==> src/rtl/div_stall_unit.sv <==
// ============================================================================
// div_stall_unit : 32-cycle radix-2 restoring divider with EX stall request
// Optional macro DIV_SIGNED_EN enables signed divide.  Rev 1.0
// ============================================================================
`default_nettype none

module div_stall_unit #(
  parameter int WIDTH = 32
) (
  input  logic               clk,
  input  logic               rst_n,
  input  logic               start,
  input  logic               signed_div,
  input  logic [WIDTH-1:0]   dividend,
  input  logic [WIDTH-1:0]   divisor,
  input  logic               annul,
  output logic [2*WIDTH-1:0] result,
  output logic               ready,
  output logic               stallreq_for_ex
);

  localparam int CW = $clog2(WIDTH) + 1;
  localparam logic [CW-1:0] C_LAST = CW'(WIDTH - 1);

  typedef enum logic [1:0] {
    S_IDLE    = 2'd0,
    S_DIVZERO = 2'd1,
    S_ON      = 2'd2,
    S_DONE    = 2'd3
  } state_t;

  state_t             r_state, w_next;
  logic [CW-1:0]      r_cnt;
  logic [WIDTH-1:0]   r_quot, r_rem, r_dvsr;
  logic [2*WIDTH-1:0] r_result;

  logic [WIDTH-1:0]   w_dd_mag, w_dv_mag;
  logic [WIDTH:0]     w_shift;
  logic               w_ge;
  logic [WIDTH-1:0]   w_rem_nx, w_quot_nx, w_rem_fin, w_quot_fin;
  logic               w_accept, w_divzero;

  assign w_divzero = (divisor == '0);
  assign w_accept  = (r_state == S_IDLE) & start & ~annul;

  // One restoring step: shift the next dividend bit into the partial remainder.
  assign w_shift   = {r_rem, r_quot[WIDTH-1]};
  assign w_ge      = (w_shift >= {1'b0, r_dvsr});
  assign w_rem_nx  = w_ge ? WIDTH'(w_shift - {1'b0, r_dvsr}) : w_shift[WIDTH-1:0];
  assign w_quot_nx = {r_quot[WIDTH-2:0], w_ge};

`ifdef DIV_SIGNED_EN
  logic w_dd_neg, w_dv_neg;
  logic r_neg_q, r_neg_r;

  assign w_dd_neg   = signed_div & dividend[WIDTH-1];
  assign w_dv_neg   = signed_div & divisor[WIDTH-1];
  assign w_dd_mag   = w_dd_neg ? -dividend : dividend;
  assign w_dv_mag   = w_dv_neg ? -divisor  : divisor;
  assign w_quot_fin = r_neg_q ? -w_quot_nx : w_quot_nx;
  assign w_rem_fin  = r_neg_r ? -w_rem_nx  : w_rem_nx;

  always_ff @(posedge clk or negedge rst_n) begin
    if (!rst_n) begin
      r_neg_q <= 1'b0;
      r_neg_r <= 1'b0;
    end else if (w_accept) begin
      r_neg_q <= w_dd_neg ^ w_dv_neg;
      r_neg_r <= w_dd_neg;
    end
  end
`else
  logic w_unused_signed;

  assign w_unused_signed = signed_div;
  assign w_dd_mag        = dividend;
  assign w_dv_mag        = divisor;
  assign w_quot_fin      = w_quot_nx;
  assign w_rem_fin       = w_rem_nx;
`endif

  always_ff @(posedge clk or negedge rst_n) begin
    if (!rst_n) r_state <= S_IDLE;
    else        r_state <= w_next;
  end

  always_comb begin
    w_next = r_state;
    case (r_state)
      S_IDLE:    if (start) w_next = w_divzero ? S_DIVZERO : S_ON;
      S_ON:      if (r_cnt == C_LAST) w_next = S_DONE;
      S_DIVZERO: w_next = S_DONE;
      S_DONE:    w_next = S_IDLE;
      default:   w_next = S_IDLE;
    endcase
    if (annul) w_next = S_IDLE;
  end

  // For a zero divisor r_quot keeps the raw dividend for the DIVZERO result.
  always_ff @(posedge clk or negedge rst_n) begin
    if (!rst_n) begin
      r_cnt    <= '0;
      r_quot   <= '0;
      r_rem    <= '0;
      r_dvsr   <= '0;
      r_result <= '0;
    end else if (w_accept) begin
      r_quot <= w_divzero ? dividend : w_dd_mag;
      r_dvsr <= w_dv_mag;
      r_rem  <= '0;
      r_cnt  <= '0;
    end else if (r_state == S_ON && !annul) begin
      r_quot <= w_quot_nx;
      r_rem  <= w_rem_nx;
      r_cnt  <= r_cnt + CW'(1);
      if (r_cnt == C_LAST) r_result <= {w_rem_fin, w_quot_fin};
    end else if (r_state == S_DIVZERO && !annul) begin
      r_result <= {r_quot, {WIDTH{1'b1}}};
    end
  end

  assign result          = r_result;
  assign ready           = (r_state == S_DONE);
  assign stallreq_for_ex = start & ~annul & (r_state != S_DONE);

endmodule

`default_nettype wire

==> config.mk <==
export PLATFORM = sky130hd
export DESIGN_NAME = div_stall_unit
export DESIGN_NICKNAME = d
export VERILOG_FILES = /design/src/rtl/div_stall_unit.sv
export SDC_FILE = /design/constraint.sdc
export NUM_CORES = 1
export LEC_CHECK = 0
export CORE_UTILIZATION = 59
export CTS_CLUSTER_DIAMETER = 100
export DETAILED_ROUTE_END_ITERATION = 10
export PLACE_DENSITY = 0.86
export SLEW_MARGIN = 15
export SYNTH_ARGS = -nofsm -noshare
export SYNTH_HDL_FRONTEND = slang
export SYNTH_SLANG_ARGS = --single-unit
==> constraint.sdc <==
create_clock -name clk -period 5.1 [get_ports clk]
set_input_delay 1.275 -clock clk [delete_from_list [all_inputs] [get_ports clk]]
set_output_delay 1.275 -clock clk [all_outputs]
set_load 0.05 [all_outputs]
==> flow_summary.toml, run 1 <==
[run_status]
status = "finished clean"

[clocking]
path_clk_slew_ps = 70
cts_hold_buf = 0
clkLatencyLatePin_ps = 440
clockBufferDepth = 2
cts_setup_buffers = 0
cts_resized = 0
cts-root-buf = "clkbuf_16"
cts_tree = "built"
htree_levels = 4
cts_buffers = 17
cts.sinks = 168

[sta]
hold_viol_final = 0
holdWs_ps = 489.3
drv_slew = 0
rsz0062_at_grt = "false"
fin_crit_sh_pct = 84.53
fin_tns_setup_ps = 0
clock_skew_ps = 8.735
fin_crit_ps = 4311
slew_headroom_pct = 38.08
worstMarginPinSlew_ps = 928.8
setup_viol = 0
max_freq_mhz = 232.0

[final_layout]
nets = 1231
layout_common_cells = "168 x dfrtp_1, 156 x nand2_1, 132 x clkdlybuf4s50_1, 95 x o21ai_0, 93 x nor2_1"
area_growth_pct = 22.19
final_layout_size_suffix_gt1_share_pct = 6.420
n_antenna_cell = 0
final_core_util_pct = 73.82
layout_commonest_cell = "dfrtp_1"
fillCellCount = 1110

[floorplanning]
die_w_um = 126.5
initial_core_util_pct = 60.41
die_area_um2 = 16010
core_um2 = 15150
io_pins = 135
placementRows = 45
fp.dieH_um = 126.5

[detailed_routing]
drc = 0
postRouteAntennaNets = 0
dr.pass1.iters = 5
wl_per_cell_um = 19.36
num_vias = 8205
drt_wl_total_mm = 25.66
drtIter0Drc = 810
viasPerCell = 6.192

[logic_synthesis]
synth.distinct_cells = 63
syn_area_um2 = 9150
syn-mean-instance-area_um2 = 8.927
yosysWarnings = 0
synth_enable_flop_cells = 0
ys_ff_latch = 168
synth_nets = 1132
syn_inst = 1025
ys_seq_area_share_pct = 45.95
yosys_most_used_dff = "dfrtp_1"
postSynth.asyncResetShare_pct = 100.0

[setup_path]
crit_family = "buffers and inverters"
max_stage_delay_ps = 830
worstRegToRegCells = 10
worstPathMaxFanout = 10
crit_type = "primary input to output port"
r2r-start = "r_rem[22]"
rrSetupSlack_ps = 1380
end_kind = "output port"
cp_num_buf_inv = 2
start_kind = "primary input"
cp.required_ps = 3830
slowest_stage = "clkdlybuf4s50_1"
critPathMostFrequentCell = "clkdlybuf4s50_1"
path_cells = "clkdlybuf4s50_1 > nor3b_1 > clkdlybuf4s50_1"
r2r-end = "result[50]"
arrival_ps = 3040

[placement]
hpwl_mm = 17.38
place_congestion = 0.9675
numPortBuffers = 133

[hold_path]
hold_class = "register to register"
hold_start = "result[59]"
hold_depth = 2
holdPathEnd = "result[59]"

[global_route]
grt-ovfl-total = 0
grt_max_degree = 101
grt_pass1_wl_mm = 40.96
grt_pass1_vias = 7807
grt_usage_pct = 33.07
antenna_found_initial = 0

[job]
maxCapViolCount = 0
[tightest hold or removal path, stage by stage (launching register included)]
cell     delay (ps)
dfrtp_1         340
nand2_1          50
o21ai_1          60
[metal layers]
| layer | share of wire (%) | vias up | GRT usage [%] |
|---|---|---|---|
| met5 | 0 | - | 0 |
| met4 | 1.5 | 0 | 7.158 |
| met3 | 8.9 | 44 | 8.773 |
| met2 | 46 | 349 | 51.15 |
| met1 | 44 | 3982 | 46.99 |
| li1 | - | 3830 | - |
[worst max-delay path by stage]
stage | startpoint | end | slack [ps] | cells after the start
final | annul | stallreq_for_ex | 790 | 3
after detailed placement | annul | stallreq_for_ex | 770 | 3
after CTS | annul | stallreq_for_ex | 770 | 3
after global placement | annul | stallreq_for_ex | 830 | 3
after floorplan | annul | stallreq_for_ex | 1180 | 2
after global routing | annul | stallreq_for_ex | 700 | 3
[flip-flops by register name (all words and copies together) (netlist names)]
register and cells:
r_cnt 6, r_quot 32, r_state 2, r_dvsr 32, result 64, r_rem 32
[per-stage QoR]
stage,area [µm²],instances,worst slack [ps]
2_1_floorplan,9150,1025,1183
3_3_place_gp,10580,1293,833.0
3_5_place_dp,10580,1293,768.5
4_1_cts,11180,1325,773.7
5_1_grt,11180,1325,699.1
6_report,11180,1325,789.1
[synth_stat cells (3+ instances only)]
master / n / area (µm²)
o21bai_1: 5 / 37.54
dfrtp_1: 168 / 4204
xor2_1: 11 / 96.34
buf_4: 4 / 30.03
o21ai_0: 95 / 475.5
o21ai_1: 10 / 50.05
inv_1: 52 / 195.2
nand4_1: 15 / 93.84
buf_2: 9 / 45.04
o211ai_1: 10 / 75.07
o31a_1: 3 / 26.28
nor3b_1: 3 / 22.52
a31oi_1: 42 / 262.8
nand3_1: 5 / 25.02
and3_1: 3 / 18.77
buf_1: 6 / 22.52
clkbuf_1: 43 / 161.4
o31ai_1: 6 / 45.04
nor3_1: 12 / 60.06
nand2_1: 156 / 585.6
a21oi_1: 80 / 400.4
a21boi_0: 4 / 30.03
a21o_1: 6 / 45.04
nor4_1: 9 / 56.30
mux2_2: 13 / 146.4
nor2_1: 93 / 349.1
nor2b_1: 7 / 43.79
or3_1: 7 / 43.79
o21a_1: 5 / 37.54
a211oi_1: 9 / 67.56
ha_1: 37 / 462.9
o22a_1: 31 / 271.5
xnor2_1: 17 / 148.9
mux2i_1: 15 / 150.1
[kinds of logic after synthesis]
family | synth area share [%]
compound gates | 22.11
xor+xnor | 2.680
fa+ha+maj | 5.278
buf+inv | 5.210
flops | 45.95
mux | 3.241
simple gates | 15.53
[layout make-up]
cell class	instances	area (µm²)	share of cell area (%)
tap	188	235.2	2.104
clock buffer	19	442.9	3.962
inverter	52	195.2	1.746
timing repair buffer	144	1453	12.99
multi-input combinational	741	4491	40.16
sequential	168	4204	37.60
clock inverter	13	160.2	1.432
Power of run 1 is not shown: default switching activity piles up to over one toggle a cycle in this logic, so the estimate is an artifact.
==> inputs of run 2 (changes only) <==
--- a/config.mk
+++ b/config.mk
@@ -5,10 +5,10 @@
 export SDC_FILE = /design/constraint.sdc
 export NUM_CORES = 1
 export LEC_CHECK = 0
-export CORE_UTILIZATION = 59
+export CORE_UTILIZATION = 50
 export CTS_CLUSTER_DIAMETER = 100
 export DETAILED_ROUTE_END_ITERATION = 10
-export PLACE_DENSITY = 0.86
+export PLACE_DENSITY = 0.77
 export SLEW_MARGIN = 15
 export SYNTH_ARGS = -nofsm -noshare
 export SYNTH_HDL_FRONTEND = slang
==> constraint.sdc (replaced) <==
create_clock -name clk -period 3.8 [get_ports clk]
set_input_delay 0.95 -clock clk [delete_from_list [all_inputs] [get_ports clk]]
set_output_delay 0.95 -clock clk [all_outputs]
set_load 0.05 [all_outputs]
==> run 2 against run 1 <==
Clock skew fell by 0.57 ps. Global-route usage fell by 4.2 points. Via count shrank 1.3%. Core utilization fell by 11 points. Register-to-register slack worse by 1000 ps. Cell count increased by 3.7%. Clock-buffer cell count fell by 1. Die area is 18% higher. Sequential share of layout area down 0.47 points. Sequential cell count stayed put. Critical path depth grew 7.
==> flow_summary.toml, run 2 (same netlist as run 1, synthesis figures left out) <==
[run_status]
status = "finished clean"

[final_layout]
fillCellCount = 1570
area_growth_pct = 23.75
nets = 1239
layout_common_cells = "168 x dfrtp_1, 156 x nand2_1, 131 x clkdlybuf4s50_1, 95 x o21ai_0, 93 x nor2_1"
layout_commonest_cell = "dfrtp_1"
final_core_util_pct = 63.04
final_layout_size_suffix_gt1_share_pct = 7.162
n_antenna_cell = 0
largest_reg_flops = 64

[setup_path]
r2r-start = "r_rem[23]"
crit_type = "register to register"
max_stage_delay_ps = 560
r2r-end = "result[57]"
start_kind = "register"
path_cells = "ha_1 > nand2_1 > o21ai_1 > a21oi_1 > o31ai_1 > a2111oi_4 > and2_4 > a21oi_1 > a21boi_0 > o21ai_0"
arrival_ps = 3750
slowest_stage = "a21boi_0"
rrSetupSlack_ps = 350
worstRegToRegCells = 10
startpoint = "r_rem[23]"
worstPathMaxFanout = 21
end_kind = "register"
crit_end = "result[57]"
cp.required_ps = 4090
critPathMostFrequentCell = "a21oi_1"

[global_route]
antenna_found_initial = 0
grt_max_degree = 89
grt_pass1_vias = 7606
grt-ovfl-total = 0
grt_usage_pct = 28.83
grt_pass1_wl_mm = 41.15

[job]
maxCapViolCount = 0

[sta]
worstMarginPinSlew_ps = 704.8
slew_headroom_pct = 53.02
clock_skew_ps = 8.162
fin_crit_sh_pct = 90.89
fin_crit_ps = 3454
setup_slack_ps = 346.3
hold_viol_final = 0
fin_tns_setup_ps = 0
holdWs_ps = 376.7
max_freq_mhz = 289.5
setup_viol = 0
drv_slew = 0
rsz0062_at_grt = "false"

[clocking]
cts_tree = "built"
cts-root-buf = "clkbuf_16"
cts.sinks = 168
path_clk_slew_ps = 70
cts_buffers = 17
cts_setup_buffers = 0
clkLatencyLatePin_ps = 440
clockBufferDepth = 2
cts_resized = 0
htree_levels = 4
cts_hold_buf = 0

[detailed_routing]
postRouteAntennaNets = 0
drc = 0
wl_per_cell_um = 18.72
dr.pass1.iters = 7
num_vias = 8102
drtIter0Drc = 661
viasPerCell = 5.897
drt_wl_total_mm = 25.72

[floorplanning]
core_um2 = 17960
initial_core_util_pct = 50.94
die_area_um2 = 18840
die_w_um = 137.3
fp.dieH_um = 137.3
io_pins = 135
placementRows = 49

[placement]
numPortBuffers = 133
pre_cts_ws_ps = 431.1
place_congestion = 0.9130
hpwl_mm = 18.23

[hold_path]
hold_class = "primary input to asynchronous set/reset pin"
run 2: changes by cell type in the layout (fill, tap and decap cells not counted):
cell,delta
inv_6,-2
clkbuf_8,-1
clkdlybuf4s50_1,-1
inv_8,+4
buf_4,+5
bufinv_16,-1
buf_12,+4
run 2: worst min path at each step:
stage / startpoint / endpoint / slack, ps
after CTS: rst_n / r_cnt[4] / 380
final: rst_n / r_state[0] / 380
after detailed placement: result[49] / result[49] / 470
after global placement: result[53] / result[53] / 460
after floorplan: r_dvsr[0] / r_dvsr[0] / 450
after global routing: rst_n / r_state[0] / 390
run 2: worst max-delay path: cells and delay by family, from the launching register on:
| kind | cells | cell delay [ps] |
|---|---|---|
| AOI/OAI and AO/OA | 7 | 1970 |
| adders and majority gates | 1 | 480 |
| DFF | 1 | 420 |
| and+or+nand+nor | 2 | 440 |
run 2: final cells by class:
cell class | count | area, µm² | area share (%)
inverter | 52 | 195.2 | 1.724
tap | 229 | 286.5 | 2.530
clock buffer | 18 | 429.2 | 3.790
sequential | 168 | 4204 | 37.13
clock inverter | 14 | 157.7 | 1.392
timing repair buffer | 152 | 1560 | 13.78
multi-input combinational | 741 | 4491 | 39.66
run 2: per-stage QoR:
step,cells,cell area [µm²]
final,1374,11320
after global routing,1374,11320
after CTS,1374,11320
after detailed placement,1342,10740
after global placement,1342,10740
after floorplan,1025,9150
run 2: metal layers:
metal,global-route usage [%],vias up,wire length (µm)
met5,0,-,0
met4,7.753,0,388
met3,7.285,27,1991
met2,43.86,270,11910
met1,40.83,3966,11440
li1,-,3839,-
Power of run 2 is left out for the same reason.
==> inputs of run 3 (changes only) <==
--- a/config.mk
+++ b/config.mk
@@ -5,10 +5,11 @@
 export SDC_FILE = /design/constraint.sdc
 export NUM_CORES = 1
 export LEC_CHECK = 0
-export CORE_UTILIZATION = 50
+export CORE_UTILIZATION = 58
 export CTS_CLUSTER_DIAMETER = 100
 export DETAILED_ROUTE_END_ITERATION = 10
-export PLACE_DENSITY = 0.77
+export DONT_BUFFER_PORTS = 1
+export PLACE_DENSITY = 0.76
 export SLEW_MARGIN = 15
 export SYNTH_ARGS = -nofsm -noshare
 export SYNTH_HDL_FRONTEND = slang
==> run 3 against run 2 <==
Clock-buffer cell count rose by 3. Register-to-register slack improved by 120 ps. Sequential share of layout area increased by 5.6 points. Sequential cell count stayed put. Die area fell by 14%. Global-route usage rose by 0.78 points. Setup slack better by 120 ps. Core utilization increased by 1.3 points. Fmax up 3.5%. Critical path type unchanged. Highest routed layer unchanged.
==> flow_summary.toml, run 3 (same netlist as run 1, synthesis figures left out) <==
[clocking]
path_clk_slew_ps = 60
cts_resized = 0
cts-root-buf = "clkbuf_16"
cts.sinks = 168
cts_hold_buf = 0
htree_levels = 4
clockBufferDepth = 2
clkLatencyLatePin_ps = 430
cts_setup_buffers = 0
cts_tree = "built"
cts_buffers = 17

[global_route]
grt-ovfl-total = 0
grt_pass1_wl_mm = 37.20
grt_max_degree = 169
antenna_found_initial = 0
grt_pass1_vias = 7047
grt_usage_pct = 29.61

[floorplanning]
die_area_um2 = 16280
initial_core_util_pct = 59.75
fp.dieH_um = 127.6
core_um2 = 15310
placementRows = 45
io_pins = 135
die_w_um = 127.6

[sta]
setup_slack_ps = 464.5
worstMarginPinSlew_ps = 829.1
fin_crit_ps = 3335
fin_tns_setup_ps = 0
setup_viol = 0
max_freq_mhz = 299.8
fin_crit_sh_pct = 87.78
drv_slew = 0
hold_viol_final = 0
slew_headroom_pct = 44.49
rsz0062_at_grt = "false"
clock_skew_ps = 12.23

[job]
maxCapViolCount = 0

[placement]
dp.cells = 1187
numPortBuffers = 0
pre_cts_ws_ps = 522.3
place_congestion = 0.9267
hpwl_mm = 16.32

[run_status]
status = "finished clean"

[final_layout]
fillCellCount = 1290
nets = 1102
layout_common_cells = "168 x dfrtp_1, 156 x nand2_1, 95 x o21ai_0, 93 x nor2_1, 80 x a21oi_1"
multi_input_area_um2 = 4496
largest_reg_flops = 64
final_layout_size_suffix_gt1_share_pct = 7.356
fin_cells = 1217
n_antenna_cell = 0
layout_commonest_cell = "dfrtp_1"
area_growth_pct = 7.658
seqCellArea_um2 = 4204

[setup_path]
cp.required_ps = 4110
max_stage_delay_ps = 460
path_cells = "ha_1 > nand4_1 > nor4_2 > a41oi_1 > o31ai_1 > a2111oi_4 > nand2_2 > buf_4 > mux2i_1 > a21oi_1 > mux2_2"
worstPathMaxFanout = 9
slowest_stage = "ha_1"
start_kind = "register"
crit_family = "simple AND/OR/NAND/NOR gates"
crit_type = "register to register"
cp_num_buf_inv = 1
end_kind = "register"
arrival_ps = 3650

[detailed_routing]
drtIter0Drc = 522
wl_per_cell_um = 18.94
viasPerCell = 6.075
drc = 0
postRouteAntennaNets = 0
drt_wl_total_mm = 23.05
dr.pass1.iters = 7
num_vias = 7393

[hold_path]
hold_class = "primary input to asynchronous set/reset pin"
run 3: cell types whose count changed in the layout (fill, tap and decap cells not counted), sizes merged:
cell,change
buf,-6
clkdlybuf4s50,-131
inv,-5
clkbuf,+3
run 3: area by class of cell:
cell class,count,share of cell area [%]
multi-input cells,741,45.64
flip-flops and latches,168,42.68
repair buffers,15,1.397
well taps,211,2.680
inverters,52,1.981
clock inverters,9,0.9526
clock buffers,21,4.674
run 3: per-stage QoR:
stage               area, µm²  hold slack, ps  util [%]
CTS                      9851           210.8     64.32
global route             9851           205.2     64.32
global placement         9296           468.6     60.70
floorplan                9150           449.7         -
detailed placement       9296           479.4     60.70
finish                   9851           221.1     64.32
run 3: worst paths after layout:
check,startpoint,to,slack (ps),cells after the start
worst min-delay path,rst_n,r_dvsr[3],220,0
worst max register to register,r_rem[18],result[44],460,11
worst min register to register,r_dvsr[0],r_dvsr[0],490,2
min in group clk,r_dvsr[0],r_dvsr[0],490,2
max in group asynchronous,rst_n,r_rem[17],3340,0
worst max-delay path,r_rem[18],result[44],460,11
run 3: per-layer routing:
metal  share of wire (%)  vias to the layer above  wire length [µm]  global-route usage [%]
met5                   0                        -                 0                       0
met4                 1.8                        0               420                   8.789
met3                 8.7                       32              1998                   7.328
met2                  43                      245              9967                   43.52
met1                  46                     3552             10660                   43.43
li1                    -                     3564                 -                       -
Power of run 3 is left out for the same reason.
